`src/rtl/conv3x3_stream.sv`:
```
// Streaming 3x3 convolution over a raster pixel stream with two internal line buffers.
// Latency: a pixel accepted in cycle t produces its window result in cycle t+3 (S1 products, S2 sum, S3 scale/clamp).
// Backpressure: none; the pipeline never stalls, and input gaps appear as gaps in pix_out_valid.
//
// Ports:
//   clk, rst                          rising-edge clock, asynchronous active-high reset
//   pix_in, pix_valid, sof            input pixel, its qualifier, start-of-frame (qualified by pix_valid)
//   coef_we, coef_addr, coef_data     coefficient write port; index 0..8 in raster order, 4 = centre
//   pix_out, pix_out_valid            scaled and saturated result, one-cycle valid pulse per window
//   window_ok                         high while two full lines of the current frame are buffered
//   frame_done                        one-cycle pulse after the last pixel of a frame is accepted
module conv3x3_stream #(
    parameter int PW    = 8,
    parameter int CW    = 8,
    parameter int IMG_W = 100,
    parameter int IMG_H = 100,
    parameter int SHIFT = 0
) (
    input  logic          clk,
    input  logic          rst,
    input  logic [PW-1:0] pix_in,
    input  logic          pix_valid,
    input  logic          sof,
    input  logic          coef_we,
    input  logic [3:0]    coef_addr,
    input  logic [CW-1:0] coef_data,
    output logic [PW-1:0] pix_out,
    output logic          pix_out_valid,
    output logic          window_ok,
    output logic          frame_done
);

    localparam int CLW = (IMG_W > 1) ? $clog2(IMG_W) : 1;
    localparam int RLW = (IMG_H > 1) ? $clog2(IMG_H) : 1;
    localparam int PRW = PW + CW + 1;   // one signed product
    localparam int SW  = PW + CW + 5;   // sum of nine products, cannot overflow

    localparam logic [CLW-1:0]       COL_LAST = CLW'(IMG_W - 1);
    localparam logic [RLW-1:0]       ROW_LAST = RLW'(IMG_H - 1);
    localparam logic [CLW-1:0]       COL_ONE  = CLW'(1);
    localparam logic [RLW-1:0]       ROW_ONE  = RLW'(1);
    localparam logic [CLW-1:0]       COL_TWO  = CLW'(2);
    localparam logic [RLW-1:0]       ROW_TWO  = RLW'(2);
    localparam logic signed [SW-1:0] SAT_MAX  = SW'((1 << PW) - 1);

    typedef enum logic [1:0] {
        IDLE   = 2'd0,
        FILL   = 2'd1,
        STREAM = 2'd2
    } state_t;

    // ------------------------------------------------------------------
    // Control: acceptance, position of the accepted pixel, FSM
    // ------------------------------------------------------------------
    state_t         state_q;
    logic [RLW-1:0] row_q;
    logic [CLW-1:0] col_q;
    logic           window_ok_q;
    logic           frame_done_q;

    logic           acc;
    logic [RLW-1:0] cur_row;
    logic [CLW-1:0] cur_col;
    logic           last_col;
    logic           last_pix;
    logic           win_vld;

    always_comb begin
        // Outside a frame only a start-of-frame pixel is taken.
        acc      = pix_valid && (sof || (state_q != IDLE));
        // A start-of-frame pixel is always (0,0), whatever the counters hold.
        cur_row  = sof ? '0 : row_q;
        cur_col  = sof ? '0 : col_q;
        last_col = (cur_col == COL_LAST);
        last_pix = last_col && (cur_row == ROW_LAST);
        win_vld  = acc && (cur_row >= ROW_TWO) && (cur_col >= COL_TWO);
    end

    always_ff @(posedge clk or posedge rst) begin
        if (rst) begin
            state_q      <= IDLE;
            row_q        <= '0;
            col_q        <= '0;
            window_ok_q  <= 1'b0;
            frame_done_q <= 1'b0;
        end else begin
            frame_done_q <= 1'b0;
            if (acc) begin
                col_q <= last_col ? '0 : cur_col + COL_ONE;
                row_q <= last_col ? cur_row + ROW_ONE : cur_row;
                if (sof) begin
                    state_q     <= FILL;
                    window_ok_q <= 1'b0;
                end else if ((state_q == FILL) && (cur_row == ROW_TWO) && (cur_col == '0)) begin
                    state_q     <= STREAM;
                    window_ok_q <= 1'b1;
                end else if ((state_q == STREAM) && last_pix) begin
                    state_q      <= IDLE;
                    window_ok_q  <= 1'b0;
                    frame_done_q <= 1'b1;
                    row_q        <= '0;
                    col_q        <= '0;
                end
            end
        end
    end

    // ------------------------------------------------------------------
    // Coefficients (identity after reset)
    // ------------------------------------------------------------------
    logic signed [CW-1:0] coef_q [9];

    always_ff @(posedge clk or posedge rst) begin
        if (rst) begin
            for (int k = 0; k < 9; k++) begin
                coef_q[k] <= (k == 4) ? CW'(1) : '0;
            end
        end else if (coef_we && (coef_addr <= 4'd8)) begin
            coef_q[coef_addr] <= coef_data;
        end
    end

    // ------------------------------------------------------------------
    // Line buffers and column history (not reset: refilled after every sof)
    // lb0 holds row r-1, lb1 holds row r-2, both indexed by column.
    // ------------------------------------------------------------------
    logic [PW-1:0] lb0 [IMG_W];
    logic [PW-1:0] lb1 [IMG_W];
    logic [PW-1:0] c1_q [3];      // column c-1, index 0 = top row
    logic [PW-1:0] c2_q [3];      // column c-2
    logic [PW-1:0] col_cur [3];   // column c, including the incoming pixel

    always_comb begin
        col_cur[0] = lb1[cur_col];
        col_cur[1] = lb0[cur_col];
        col_cur[2] = pix_in;
    end

    always_ff @(posedge clk) begin
        if (acc) begin
            lb1[cur_col] <= lb0[cur_col];
            lb0[cur_col] <= pix_in;
            c2_q         <= c1_q;
            c1_q         <= col_cur;
        end
    end

    // ------------------------------------------------------------------
    // S1: window products. Products use the coefficients as registered,
    // so a write landing on the same edge only affects later windows.
    // ------------------------------------------------------------------
    logic [PW-1:0]         win [9];
    logic signed [PRW-1:0] prod_d [9];
    logic signed [PRW-1:0] prod_q [9];
    logic                  s1_vld_q;

    always_comb begin
        for (int i = 0; i < 3; i++) begin
            win[3*i]     = c2_q[i];
            win[3*i + 1] = c1_q[i];
            win[3*i + 2] = col_cur[i];
        end
        for (int k = 0; k < 9; k++) begin
            prod_d[k] = PRW'($signed({1'b0, win[k]})) * PRW'(coef_q[k]);
        end
    end

    // S2: adder tree
    logic signed [SW-1:0] sum_d;
    logic signed [SW-1:0] sum_q;
    logic                 s2_vld_q;

    always_comb begin
        sum_d = '0;
        for (int k = 0; k < 9; k++) begin
            sum_d = sum_d + SW'(prod_q[k]);
        end
    end

    // S3: arithmetic shift then clamp to the unsigned pixel range
    logic signed [SW-1:0] shifted;
    logic [PW-1:0]        sat_d;
    logic [PW-1:0]        pix_out_q;
    logic                 pix_out_valid_q;

    always_comb begin
        shifted = sum_q >>> SHIFT;
        if (shifted < 0) begin
            sat_d = '0;
        end else if (shifted > SAT_MAX) begin
            sat_d = '1;
        end else begin
            sat_d = shifted[PW-1:0];
        end
    end

    always_ff @(posedge clk or posedge rst) begin
        if (rst) begin
            for (int k = 0; k < 9; k++) begin
                prod_q[k] <= '0;
            end
            s1_vld_q        <= 1'b0;
            sum_q           <= '0;
            s2_vld_q        <= 1'b0;
            pix_out_q       <= '0;
            pix_out_valid_q <= 1'b0;
        end else begin
            s1_vld_q <= win_vld;
            if (win_vld) begin
                prod_q <= prod_d;
            end
            s2_vld_q <= s1_vld_q;
            if (s1_vld_q) begin
                sum_q <= sum_d;
            end
            pix_out_valid_q <= s2_vld_q;
            if (s2_vld_q) begin
                pix_out_q <= sat_d;
            end
        end
    end

    assign pix_out       = pix_out_q;
    assign pix_out_valid = pix_out_valid_q;
    assign window_ok     = window_ok_q;
    assign frame_done    = frame_done_q;

endmodule
```
`config.mk`:
```
export PLATFORM = sky130hd
export DESIGN_NAME = conv3x3_stream
export DESIGN_NICKNAME = d
export VERILOG_FILES = /design/src/rtl/conv3x3_stream.sv
export SDC_FILE = /design/constraint.sdc
export NUM_CORES = 2
export LEC_CHECK = 0
export BUFFER_PORTS_ARGS = -buffer_cell sky130_fd_sc_hd__buf_2
export CORE_MARGIN = 5
export CORE_UTILIZATION = 66
export CTS_BUF_LIST = sky130_fd_sc_hd__clkbuf_4 sky130_fd_sc_hd__clkbuf_8
export CTS_CLUSTER_DIAMETER = 200
export DETAILED_ROUTE_END_ITERATION = 10
export PLACE_DENSITY_LB_ADDON = 0.08
export SYNTH_ARGS = -nofsm -noshare
export SYNTH_HDL_FRONTEND = slang
export SYNTH_SLANG_ARGS = --single-unit
```
`constraint.sdc`:
```
create_clock -name clk -period 11.5 [get_ports clk]
set_input_delay 0.575 -clock clk [delete_from_list [all_inputs] [get_ports clk]]
set_output_delay 0.575 -clock clk [all_outputs]
set_load 0.05 [all_outputs]
```
==> metrics.md <==
| Metric | Value |
|---|---|
| Leakage | 40.9 nW |
| CP top delay family | simple AND/OR/NAND/NOR gates |
| Area contributors post-synth | edfxtp_1 (51%), fa_1 (9.4%), dfrtp_1 (7.1%) |
| Worst EP required | 12,330 ps |
| Post-DR wirelength/cell | 31.9 µm |
| Post-Synth Simple-Gate Area | 7.56% |
| Non-Filler Instances | 9,623 |
| Status | finished clean |
| Nets | 8,357 |
| Setup violations, final | 0 |
| Yosys cell types | 95 |
| Syn. warnings | 0 |
| Post-cts sizing count | 0 |
| Port bufs | 35 |
| Worst slew margin relative to its limit | 7.19% |
| Worst r2r src | col_q[2] |
| Cell count along the critical path | 24 |
| Post-Syn Nets | 8,074 |
| Crit path from | col_q[2] |
| Starting DRT DRC Count | 8,750 |
| Post-synth EDFFs | 1,648 |
| Clk sinks | 1,922 |
| Largest family of logic cells by synthesized area | adder cells |
| # H-tree levels | 5 |
| Clock transition at the registers of the reported paths | 60 ps |
| Top cell by count, worst path | fa_1 |
| Commonest non-fill, non-tap cell in the layout | edfxtp_1 |
| Grt met1 use | 50.8% |
| Grt ovf | 0 |
| Sequential share of the synthesized area | 58.3% |
| Setup ws final | 2060 ps |
| Met2 usage | 60.3% |
| Clk root buf | clkbuf_8 |
| Data arrival time of the critical path | 10,270 ps |
| Post-synth top area cell | edfxtp_1 |
| Layout area overhead | 9.56% |
| Slowest stage delay, CP | 1010 ps |
| R2R depth | 24 |
| First-pass GRT wire length | 441,000 µm |
| PD cells | 214 nW/µm² |
| GRT Total Usage | 40.2% |
| Io pins | 36 |
| Commonest register cell after synthesis | edfxtp_1 |
| Num CTS Buffers | 326 |
| Drt pass-1 iters | 9 |
| Mapped Area | 96,600 µm² |
| CP Buf/Inv Count | 5 |
| RSZ-0062 raised after global routing | no |
| DIE WIDTH | 393 µm |
| Global route hottest layer | met2 |
| Via count | 64.7k |
| FF+latch count, synth | 1,922 |
| Core Region | 146,000 µm² |
| Syn Area/Cell | 13.4 µm² |
| Vias/cell | 6.73 |
| Final Hold Viols | 0 |
| Tmin final | 9440 ps |
| Fraction of layout cells with a size suffix above 1 | 13.4% |
| Post-route clock period utilization | 82.1% |
| Fill count | 9,744 |
| Initial Util | 66.3% |
| Area share of the largest cell type after synthesis | 51.2% |
| Reg2reg end | prod_q[118] |
| Max-slew violation count | 0 |
| Die area | 154,000 µm² |
| DRT Wirelength | 307,000 µm |
| Worst path cell trace | buf_4 -> or2_2 -> buf_4 -> nor2_1 -> or3_1 -> a222oi_1 -> o22ai_1 -> nor4b_4 -> nand2_1 -> fa_1 -> fa_1 -> inv_1 -> fa_1 -> inv_1 -> fa_1 -> inv_1 -> ha_1 -> o21ai_0 -> a21boi_0 -> o41a_1 -> a41o_1 -> o41a_1 -> xnor2_1 -> o21ai_0 |
| CP max FO | 51 |
| Max clock buf depth | 4 |
| CTS tree | done |
| Ys async rst share | 14.3% |
| DP Worst Slack | 2390 ps |
| R2r setup slk | 2060 ps |
| Crit end category | flip-flop |
| Slew @ Worst Pin | 1390 ps |
| Pin count of the biggest net entering global routing | 264 |
| Placed cells | 9,044 |
| Critical path class | flip-flop to flip-flop |
| DRT antenna net count | 0 |
| Layout Skew | 112 ps |
| Setup crit end | prod_q[118] |
| Final RePlAce weighted congestion | 0.999 |
| Vias in the first global route | 64.2k |
| WHS Path Cells | 1 |
| Post-synthesis compound-gate area fraction | 9.48% |
| Most frequent cells in the layout | edfxtp_1 (1,648), inv_1 (622), nand2_1 (611), fa_1 (455), ha_1 (413) |
| Final HPWL DP | 200,000 µm |
| Min-delay worst type | input pin to flip-flop |
| Max_cap viols | 0 |
| Max frequency | 106 MHz |
| Setup TNS | 0 ps |
| DR DRC count | 0 |
| Synth Area in XOR/XNOR | 1.07% |
| Clock Latency Late Sink | 1060 ps |
| Row count | 140 |
| Initial antenna violation count | 16 |
| Synth Instances | 7,181 |
| Startpoint types | flip-flop |
| Mux contribution to synthesized area | 4.64% |
| M3 GR Usage | 12.6% |
| Post-Synth Adder-Cell Area | 14.8% |
| Max IR drop VDD | 0.000190 V |
| Die Y | 393 µm |
| Slowest stage cell, crit path | dfrtp_4 |
[sequential cells by signal, indices dropped and copies added (netlist names)]
signal         flops
s2_vld_q           1
c1_q              24
shifted           21
state_q            2
prod_q           153
s1_vld_q           1
frame_done         1
pix_out            8
pix_out_valid      1
coef_q            72
col_q              7
lb0              800
lb1              800
c2_q              24
row_q              7
[logic make-up after synthesis]
kind of cell	Yosys count
xor gates and xnor gates	118
muxes	419
and+or+nand+nor	1515
adders and majority gates	868
buffers and inverters	959
DFF	1922
AOI/OAI and AO/OA	1380
[worst reg2reg max path: stages (launching register included)]
cell and delay [ps]:
dfrtp_4 1010, buf_4 590, or2_2 820, buf_4 500, nor2_1 100, or3_1 420
a222oi_1 560, o22ai_1 210, nor4b_4 900, nand2_1 190, fa_1 520, fa_1 530
inv_1 60, fa_1 530, inv_1 50, fa_1 480, inv_1 50, ha_1 280
o21ai_0 100, a21boi_0 190, o41a_1 360, a41o_1 270, o41a_1 330, xnor2_1 150
o21ai_0 80
[metrics by stage]
| stage | area (µm²) | power (mW) | utilization (%) | hold slack [ps] |
|---|---|---|---|---|
| finish | 106000 | 22.6 | 72.7 | 81.5 |
| global route | 106000 | 24.0 | 72.7 | 37.9 |
| CTS | 106000 | 22.6 | 72.7 | 36.3 |
| detailed placement | 99600 | 16.8 | 68.4 | 493 |
| global placement | 99600 | 16.6 | 68.4 | 476 |
| floorplan | 96600 | 14.2 | - | 352 |
[power breakdown]
group          switching, mW  internal, mW
Combinational           5.25          3.36
Sequential             0.272          7.88
Clock                   2.73          3.15
Total                   8.26          14.4
[cells in the mapped netlist, drive strengths merged (14+ instances only)]
library cell     n
edfxtp        1648
inv            628
nand2          611
fa             455
ha             413
o22ai          405
and2           297
dfrtp          273
nor2           270
o21ai          234
a21oi          217
mux2i          215
mux2           201
buf            186
clkbuf         143
nand2b          79
o221ai          71
nor3            68
a211oi          67
xor2            66
a22oi           62
nor2b           57
xnor2           52
a221oi          45
nand3           36
a31oi           28
a21o            24
o211ai          19
o22a            17
nor4            15
o21bai          15
o31ai           15
a2bb2oi         14
o21a            14
[per-layer routing]
layer / up-vias / part of all wire [%]
met5: - / 0.061
met4: 12 / 8.6
met3: 1245 / 13
met2: 4900 / 44
li1: 26769 / -
met1: 31789 / 34
[what timing repair did]
item	4_1_cts	5_1_grt
endpoints found under the setup margin	0	0
hold buffers	9	0
endpoints found under the hold margin	108	0
buffers inserted	0	0
[layout make-up]
cell class | instances | area, µm² | share of cell area [%]
antenna | 15 | 37.5 | 0.0355
clock buffer | 426 | 5320 | 5.03
clock inverter | 129 | 753 | 0.712
inverter | 630 | 2380 | 2.25
multi-input combinational | 4300 | 36400 | 34.4
sequential | 1922 | 56400 | 53.3
tap | 1917 | 2400 | 2.27
timing repair buffer | 284 | 2150 | 2.03
[worst min-delay path by stage]
stage	slack, ps	start	to
after floorplan	350	s2_vld_q	pix_out_valid
after global placement	480	row_q[0]	row_q[0]
after detailed placement	490	row_q[0]	row_q[0]
after CTS	40	pix_in[0]	lb0[39][0]
after global routing	40	pix_in[0]	lb0[42][0]
final	80	pix_in[0]	lb0[39][0]
(Power assumes the default switching activity.)
